[src/rtl/decoder_frame_feeder_if.sv]
// Stream-side and decoder-side signals of the frame feeder.
// The master modport is the feeder's view; slave is the environment's view.
interface decoder_frame_feeder_if #(
  parameter int SYM_W          = 21,
  parameter int WORDS_PER_BEAT = 4
);
  localparam int DATA_W = SYM_W * WORDS_PER_BEAT;

  logic              sym_valid_i;
  logic [SYM_W-1:0]  sym_data_i;
  logic              sym_ready_o;
  logic              start_o;
  logic [DATA_W-1:0] data_o;
  logic              done_i;
  logic              busy_o;
  logic [15:0]       frames_o;

  modport master (
    input  sym_valid_i, sym_data_i, done_i,
    output sym_ready_o, start_o, data_o, busy_o, frames_o
  );

  modport slave (
    output sym_valid_i, sym_data_i, done_i,
    input  sym_ready_o, start_o, data_o, busy_o, frames_o
  );
endinterface

[src/rtl/decoder_frame_feeder.sv]
// Collects symbol words into ping-pong frame banks and feeds each frame to the
// decoder as consecutive wide beats, waiting for done before the next frame.
module decoder_frame_feeder #(
  parameter int SYM_W          = 21,
  parameter int WORDS_PER_BEAT = 4,
  parameter int BEATS          = 4
) (
  input  logic                   clk_p_i,
  input  logic                   reset_n_i,
  decoder_frame_feeder_if.master bus
);
  localparam int DATA_W      = SYM_W * WORDS_PER_BEAT;
  localparam int FRAME_WORDS = BEATS * WORDS_PER_BEAT;
  localparam int IDX_W       = (FRAME_WORDS > 1) ? $clog2(FRAME_WORDS) : 1;
  localparam int BEAT_W      = (BEATS > 1) ? $clog2(BEATS) : 1;
  localparam logic [IDX_W-1:0]  LAST_IDX  = IDX_W'(FRAME_WORDS - 1);
  localparam logic [BEAT_W-1:0] LAST_BEAT = BEAT_W'(BEATS - 1);

  typedef enum logic [1:0] {ST_IDLE, ST_SEND, ST_WAIT} state_t;

  state_t            state_reg, state_next;
  logic [1:0]        full_reg, full_next;
  logic              wr_bank_reg;
  logic [IDX_W-1:0]  wr_idx_reg;
  logic              rd_bank_reg, rd_bank_next;
  logic [BEAT_W-1:0] beat_reg, beat_next;
  logic [BEAT_W-1:0] beat_sel;
  logic              start_reg, start_next;
  logic              busy_reg, busy_next;
  logic [DATA_W-1:0] data_reg, data_next;
  logic [DATA_W-1:0] beat_data;
  logic [15:0]       frames_reg;
  logic              sym_accept;
  logic              frame_filled;
  logic              frame_done;

  logic [SYM_W-1:0] bank_mem [2][FRAME_WORDS];

  // Ready depends only on registers so upstream never sees a comb loop.
  assign bus.sym_ready_o = ~full_reg[wr_bank_reg];
  assign sym_accept      = bus.sym_valid_i & ~full_reg[wr_bank_reg];
  assign frame_filled    = sym_accept & (wr_idx_reg == LAST_IDX);
  assign frame_done      = (state_reg == ST_WAIT) & bus.done_i;

  always_ff @(posedge clk_p_i) begin
    if (sym_accept) begin
      bank_mem[wr_bank_reg][wr_idx_reg] <= bus.sym_data_i;
    end
  end

  always_ff @(posedge clk_p_i or negedge reset_n_i) begin
    if (!reset_n_i) begin
      wr_bank_reg <= 1'b0;
      wr_idx_reg  <= '0;
    end else if (sym_accept) begin
      if (frame_filled) begin
        wr_idx_reg  <= '0;
        wr_bank_reg <= ~wr_bank_reg;
      end else begin
        wr_idx_reg  <= wr_idx_reg + IDX_W'(1);
      end
    end
  end

  // Fill and send never target the same bank, so set and clear can coexist.
  always_comb begin
    full_next = full_reg;
    if (frame_filled) full_next[wr_bank_reg] = 1'b1;
    if (frame_done)   full_next[rd_bank_reg] = 1'b0;
  end

  // Beat packing: word 4b lands in the least-significant lane.
  assign beat_sel = (state_reg == ST_SEND) ? beat_reg : '0;

  generate
    for (genvar gi = 0; gi < WORDS_PER_BEAT; gi++) begin : g_pack
      assign beat_data[gi*SYM_W +: SYM_W] =
        bank_mem[rd_bank_reg][IDX_W'(beat_sel) * IDX_W'(WORDS_PER_BEAT) + IDX_W'(gi)];
    end
  endgenerate

  always_ff @(posedge clk_p_i or negedge reset_n_i) begin
    if (!reset_n_i) begin
      state_reg   <= ST_IDLE;
      full_reg    <= 2'b00;
      rd_bank_reg <= 1'b0;
      beat_reg    <= '0;
    end else begin
      state_reg   <= state_next;
      full_reg    <= full_next;
      rd_bank_reg <= rd_bank_next;
      beat_reg    <= beat_next;
    end
  end

  // beat_reg holds the index of the beat launched while in SEND; the IDLE
  // exit launches beat 0 itself so the first beat costs no extra cycle.
  always_comb begin
    state_next   = state_reg;
    beat_next    = beat_reg;
    rd_bank_next = rd_bank_reg;
    case (state_reg)
      ST_IDLE: begin
        if (full_reg[rd_bank_reg]) begin
          state_next = ST_SEND;
          beat_next  = BEAT_W'(1);
        end
      end
      ST_SEND: begin
        beat_next = beat_reg + BEAT_W'(1);
        if (beat_reg == LAST_BEAT) begin
          state_next = ST_WAIT;
          beat_next  = '0;
        end
      end
      ST_WAIT: begin
        if (bus.done_i) begin
          state_next   = ST_IDLE;
          rd_bank_next = ~rd_bank_reg;
        end
      end
      default: state_next = ST_IDLE;
    endcase
  end

  always_comb begin
    start_next = 1'b0;
    data_next  = data_reg;
    busy_next  = (state_next != ST_IDLE);
    case (state_reg)
      ST_IDLE: begin
        if (full_reg[rd_bank_reg]) begin
          start_next = 1'b1;
          data_next  = beat_data;
        end
      end
      ST_SEND: begin
        start_next = 1'b1;
        data_next  = beat_data;
      end
      default: ;
    endcase
  end

  always_ff @(posedge clk_p_i or negedge reset_n_i) begin
    if (!reset_n_i) begin
      start_reg <= 1'b0;
      data_reg  <= '0;
      busy_reg  <= 1'b0;
    end else begin
      start_reg <= start_next;
      data_reg  <= data_next;
      busy_reg  <= busy_next;
    end
  end

  always_ff @(posedge clk_p_i or negedge reset_n_i) begin
    if (!reset_n_i) begin
      frames_reg <= 16'd0;
    end else if (frame_done) begin
      frames_reg <= frames_reg + 16'd1;
    end
  end

  assign bus.start_o  = start_reg;
  assign bus.data_o   = data_reg;
  assign bus.busy_o   = busy_reg;
  assign bus.frames_o = frames_reg;
endmodule
[src/flat_wrapper.sv]
// flat-port wrapper written by rule: the top's interface ports become plain ports
module decoder_frame_feeder_flat 
#(
  parameter int SYM_W          = 21,
  parameter int WORDS_PER_BEAT = 4,
  parameter int BEATS          = 4
)
  (clk_p_i, reset_n_i, bus_sym_valid_i, bus_sym_data_i, bus_done_i, bus_sym_ready_o, bus_start_o, bus_data_o, bus_busy_o, bus_frames_o);
  decoder_frame_feeder_if #(.SYM_W(SYM_W), .WORDS_PER_BEAT(WORDS_PER_BEAT)) bus_i ();
  input  logic clk_p_i;
  input  logic reset_n_i;
  input wire logic [$bits(bus_i.sym_valid_i)-1:0] bus_sym_valid_i;
  input wire logic [$bits(bus_i.sym_data_i)-1:0] bus_sym_data_i;
  input wire logic [$bits(bus_i.done_i)-1:0] bus_done_i;
  output wire logic [$bits(bus_i.sym_ready_o)-1:0] bus_sym_ready_o;
  output wire logic [$bits(bus_i.start_o)-1:0] bus_start_o;
  output wire logic [$bits(bus_i.data_o)-1:0] bus_data_o;
  output wire logic [$bits(bus_i.busy_o)-1:0] bus_busy_o;
  output wire logic [$bits(bus_i.frames_o)-1:0] bus_frames_o;
  assign bus_i.sym_valid_i = bus_sym_valid_i;
  assign bus_i.sym_data_i = bus_sym_data_i;
  assign bus_i.done_i = bus_done_i;
  assign bus_sym_ready_o = bus_i.sym_ready_o;
  assign bus_start_o = bus_i.start_o;
  assign bus_data_o = bus_i.data_o;
  assign bus_busy_o = bus_i.busy_o;
  assign bus_frames_o = bus_i.frames_o;
  decoder_frame_feeder #(.SYM_W(SYM_W), .WORDS_PER_BEAT(WORDS_PER_BEAT), .BEATS(BEATS)) u_core (.clk_p_i(clk_p_i), .reset_n_i(reset_n_i), .bus(bus_i));
endmodule
[config.mk]
export PLATFORM = sky130hd
export DESIGN_NAME = decoder_frame_feeder_flat
export DESIGN_NICKNAME = d
export VERILOG_FILES = /design/src/rtl/decoder_frame_feeder_if.sv /design/src/rtl/decoder_frame_feeder.sv /design/src/flat_wrapper.sv
export SDC_FILE = /design/constraint.sdc
export NUM_CORES = 1
export LEC_CHECK = 0
export CORE_MARGIN = 2
export CORE_UTILIZATION = 60
export CTS_CLUSTER_SIZE = 10
export DETAILED_ROUTE_END_ITERATION = 10
export DONT_BUFFER_PORTS = 1
export MAX_ROUTING_LAYER = met4
export PLACE_DENSITY_LB_ADDON = 0.15
export SYNTH_ARGS = -nofsm -noshare
export SYNTH_HDL_FRONTEND = slang
export SYNTH_SLANG_ARGS = --single-unit
[constraint.sdc]
create_clock -name clk_p_i -period 7.8 [get_ports clk_p_i]
set_input_delay 1.56 -clock clk_p_i [delete_from_list [all_inputs] [get_ports clk_p_i]]
set_output_delay 1.56 -clock clk_p_i [all_outputs]
set_load 0.1 [all_outputs]
# Word level (Yosys, flattened, before mapping)
# Memories as Yosys holds them, arrays and structs flattened.
# Cells that the tools add are included.
# totals
ff_bits,114
latch_bits,0
ram_bits,672
rom_bits,0
in_bits,25
output_inout_bits,103
wordCells,94
memories,1
# classes
n_addsub,6
n_mul,0
div,0
order_cmp,10
n_eq_ne,5
n_shift,0
n_mux,39
bitwise,14
n_reduce_logical,9
# memory_table
name,words,word_bits,read_ports,rd_ports_with_merged_regs,write_ports,line_no,source
u_core.bank_mem,2,336,1,0,1,decoder_frame_feeder.sv:37,logic [SYM_W-1:0] bank_mem [2][FRAME_WORDS];
# op_table
operator,n
21-bit binary-select mux with 4-bit select,4
336-bit two-way mux,1
21-bit two-way mux,9
84-bit case mux with 2 select lines,1
21-bit demux with 4-bit select,1
84-bit two-way mux,1
"5-bit greater-or-equal comparator, second input constant",5
4-bit inverter with 5-bit output,5
"16-bit by 1-bit adder with 16-bit output, second input constant",1
2-bit two-way mux,8
"4-bit by 1-bit adder with 4-bit output, second input constant",2
"4-bit by 2-bit adder with 4-bit output, second input constant",2
1-bit two-way mux,8
2-bit case mux with 3 select lines,1
2-bit AND reduction,3
"5-bit by 1-bit < comparator with 1-bit output, second input constant",1
"2-bit == test, second input constant",2
"4-bit == test, second input constant",1
"1-bit by 2-bit < comparator with 1-bit output, second input constant",2
4-bit two-way mux,1
2-bit case mux with 2 select lines,1
2-bit nonzero test,2
1-bit AND,3
1-bit logical AND,3
other kinds (11),15

# Logic depth before layout (Yosys ltp)
# depth
ltp_word,9
ltp_mapped,8
ltp_nobuf,5

# Least setup slack after synthesis
# OpenSTA, ideal clock, no wires.
# synth_timing
path_kind,register -> register
from,register u_core.wr_bank_reg
to,"memory u_core.bank_mem[1][0] (netlist name), enable pin"
setup_ns,0.428
arrival_ns,4.155
required_time_ns,7.372
setup_slack_ns,3.217
stages_incl_launch_ff,5
period_less_slack_ns,4.583
cell_sequence,dfrtp_1 > mux2i_1 > nand3_1 > clkbuf_1 > nor3_1
# synth_between
elab_chain_len,6
# synth_rtl
element,line_no,source
"start, declared",decoder_frame_feeder.sv:23,logic wr_bank_reg;
"start signal, assigned",decoder_frame_feeder.sv:58,wr_bank_reg <= ~wr_bank_reg;
1-bit two-way mux (2 in a row),-,
1-bit inverter,-,
named net bus_sym_ready_o,flat_wrapper.sv:15,output wire logic [$bits(bus_i.sym_ready_o)-1:0] bus_sym_ready_o;
1-bit AND,decoder_frame_feeder.sv:41,assign sym_accept = bus.sym_valid_i & ~full_reg[wr_bank_reg];
1-bit two-way mux,decoder_frame_feeder.sv:46,if (sym_accept) begin
336-bit two-way mux (not written as such),decoder_frame_feeder.sv:47,bank_mem[wr_bank_reg][wr_idx_reg] <= bus.sym_data_i;
"end, declared",decoder_frame_feeder.sv:37,
# The timed path passes the listed nets, and every way through them passes these cells. The select of a mux whose other input is x is not followed.

# Final worst setup path
# layout_timing
from,register u_core.wr_bank_reg
to,"memory u_core.bank_mem[1][15] (netlist name), enable pin"
# Same word-level chain as after synthesis.

==> out/qor.csv <==
stage,metric,value,unit
power_and_ir_drop,power_frac_seq,52.4,%
sta,relSlewSlack,12.1,%
synthesis,synth_adder_area_share,0.254,%
routing,drt_wl_total,66400,um
cells_and_area,nFillCells,3109,
sta,setup_slack,3.81,ns
cells_and_area,layout_common_cells,"edfxtp_1, a21oi_1, mux4_2, dfrtp_1, nand2_1",
global_route,grt_use_total,28.0,%
cts,ctsHtreeMaxLevel,3,
cells_and_area,regArea,0.0230,mm2
routing,drc,0,
sta,timing.hold.ws,0.591,ns
floorplanning,rows,81,
global_route,antenna_found_initial,4,
worst_setup_path,setup.worst_path.end,u_core.bank_mem[1][15],
hold_path,hold_class,flop to flop,
synthesis,syn_area_per_cell,19.6,um2
cts,numCtsBuffers,88,
routing,ant_nets,0,
place,place_ws,3.94,ns
power_and_ir_drop,switching_share,38.9,%
place,place_hpwl,34000,um
routing,num_vias,14600,
power_and_ir_drop,internal_power,8.28,mW
routing,drt_iter0_markers,1527,
power_and_ir_drop,max-vdd-ir-drop,0.000278,V
routing,vias_per_cell,6.39,
floorplanning,die_w,226,um
global_route,grt_max_degree,124,
power_and_ir_drop,power.density,413,mW/mm2
sta,finalMaxSlewViolations,0,
routing,wl_per_cell,29.1,um
synthesis,synthXorXnorAreaFrac,0.505,%
cts,clk_pin_slew_worst_paths,0.05,ns
cells_and_area,nets,1578,
cts,ctsResizeCount,0,
power_and_ir_drop,p_sw,5.27,mW
cells_and_area,layout-drive-gt1-share,20.7,%
sta,worstMarginPinSlew,1.32,ns
synthesis,yosys_warnings,0,
cells_and_area,syn_to_final_growth,11.2,%
worst_setup_path,critPathCaptureType,flop,
worst_setup_path,crit_start,u_core.wr_bank_reg,
sta,setup_tns,0,ns
job,maxCapViolCount,0,
routing,dr.pass1.iters,5,
synthesis,synth_cells,1502,
floorplanning,initial_core_util,60.5,%
synthesis,yosys-mux-area-fraction,12.9,%
worst_setup_path,worst_ep_required_time,8.10,ns
cts,cts_sinks,786,
cts,clk_latency,0.61,ns
worst_setup_path,r2r_cells,4,
worst_setup_path,timing.rr.start,u_core.wr_bank_reg,
worst_setup_path,crit_arrival,4.29,ns
cts,cts-root-buf,clkbuf_16,
floorplanning,die_y,226,um
cells_and_area,mostFrequentLayoutCell,edfxtp_1,
floorplanning,die_area,0.0510,mm2
worst_setup_path,crit_fanout,12,
place,gp_congestion,0.792,
cells_and_area,multi_input_area,0.00616,mm2
cts,post-cts-setup-buffers,0,
power_and_ir_drop,power_frac_clock,26.9,%
floorplanning,core,0.0487,mm2
cells_and_area,regMostFlops,u_core.bank_mem,
synthesis,synthSimpleGateAreaFrac,3.64,%
power_and_ir_drop,p_leak,10.8,nW
sta,hold_viol,0,
synthesis,synth_compound_area_share,3.17,%
sta,post-route-min-period,3.99,ns
synthesis,synth-seq-cells,786,
sta,period_share,51.2,%
sta,rsz0062_at_grt,false,
sta,fmax,250,MHz
cts,holdBufCountCts,0,
place,portBuffers,0,
worst_setup_path,regToRegEndpoint,u_core.bank_mem[1][15],
run_status,status,"finished, final reports clean",
synthesis,syn-cell-area,0.0295,mm2
global_route,overflow,0,
global_route,grt_pass1_vias,15000,
worst_setup_path,start_kind,flop,
cts,clock_tree.buffer_depth,3,
global_route,grt_first_pass_wirelength,98100,um
floorplanning,ios,128,
sta,fin_skew,0.0158,ns
synthesis,synth_nets,1533,
worst_setup_path,reg2reg_slack,3.81,ns
worst_setup_path,path_class,flop to flop,
synthesis,synth.yosys.seq_area_share,78.1,%
cells_and_area,largest_reg_flops,672,
synthesis,yosysUniqueCellTypes,41,
sta,setup_viol,0,
synthesis,synth_top_family_by_area,multiplexers,
power_and_ir_drop,combPwrFrac,20.6,%
cts,cts_tree,done,
[cells in the mapped netlist (all sizes together)]
master / count / area share [%]
o21a: 1 / 0.025
clkbuf: 38 / 0.48
nand3b: 3 / 0.16
nor3: 6 / 0.10
o21ai: 9 / 0.15
o21bai: 1 / 0.038
edfxtp: 672 / 68
a21oi: 169 / 2.9
mux2: 1 / 0.038
o22a: 1 / 0.030
nand2b: 2 / 0.042
a2bb2oi: 1 / 0.030
nor2: 115 / 1.5
and4: 1 / 0.030
nor4: 1 / 0.042
nand3: 6 / 0.10
nand4b: 1 / 0.030
nor2b: 1 / 0.021
mux4: 168 / 13
xor2: 3 / 0.089
xnor2: 14 / 0.42
and2b: 1 / 0.025
nand4: 2 / 0.042
and2: 4 / 0.085
dfrtp: 114 / 9.7
nand2: 106 / 1.3
inv: 6 / 0.076
mux2i: 1 / 0.034
buf: 40 / 0.90
or3: 2 / 0.042
ha: 6 / 0.25
or2: 3 / 0.064
a22o: 1 / 0.030
and3: 2 / 0.042
[how the worst min path moves through the flow]
stage                                     from                   end  slack [ns]  cells after the start
after detailed placement  u_core.wr_idx_reg[0]  u_core.wr_idx_reg[0]        0.57                      2
after global placement    u_core.wr_idx_reg[0]  u_core.wr_idx_reg[0]        0.56                      1
after floorplan             u_core.full_reg[0]    u_core.full_reg[0]        0.50                      1
after CTS                 u_core.wr_idx_reg[0]  u_core.wr_idx_reg[0]        0.58                      1
after global routing      u_core.wr_idx_reg[0]  u_core.wr_idx_reg[0]        0.62                      1
final                       u_core.full_reg[0]    u_core.full_reg[0]        0.59                      1
[worst max-delay path, cell delays in order (launching register included)]
cell     delay, ns
dfrtp_1       0.64
mux2i_4       0.93
nand3_1       0.67
nor3_2        1.06
buf_4         0.37
[cell families after synthesis]
logic type	Yosys count
compound gates	183
fa+ha+maj	6
buf+inv	84
simple gates	256
mux	170
flops	786
xor+xnor	17
[metal layers]
layer	up-vias	wire, um	GRT usage, %	share of wire (%)
met2	611	32100	42.6	48
met4	0	1540	8.42	2.3
li1	6028	-	-	-
met1	7814	26800	38.9	40
met3	102	5860	5.88	8.8
met5	-	0	-	0
[cell type report]
type	instances	share of cell area, %
well taps	664	2.53
flip-flops and latches	786	70.2
diodes	1	0.00763
clock buffers	157	7.56
inverters	6	0.0724
multi-input cells	632	18.8
repair buffers	33	0.854
[power by group through the flow]
stage	combinational (mW)	sequential, mW	clock, mW
after floorplan	2.20	6.96	0
after global placement	2.78	7.18	0
after detailed placement	2.80	7.20	0
after CTS	2.81	7.11	3.69
after global routing	3.04	7.15	3.86
final	2.79	7.10	3.65
[metrics by stage]
stage	total power [mW]	utilization [%]	std cells	instance area (um2)
2_1_floorplan	9.16	-	1502	29500
3_3_place_gp	9.96	62.2	2120	30300
3_5_place_dp	9.99	62.2	2120	30300
4_1_cts	13.6	67.2	2277	32800
5_1_grt	14.1	67.3	2278	32800
6_report	13.5	67.3	2279	32800
No activity file was read; power rests on OpenSTA's default activity.
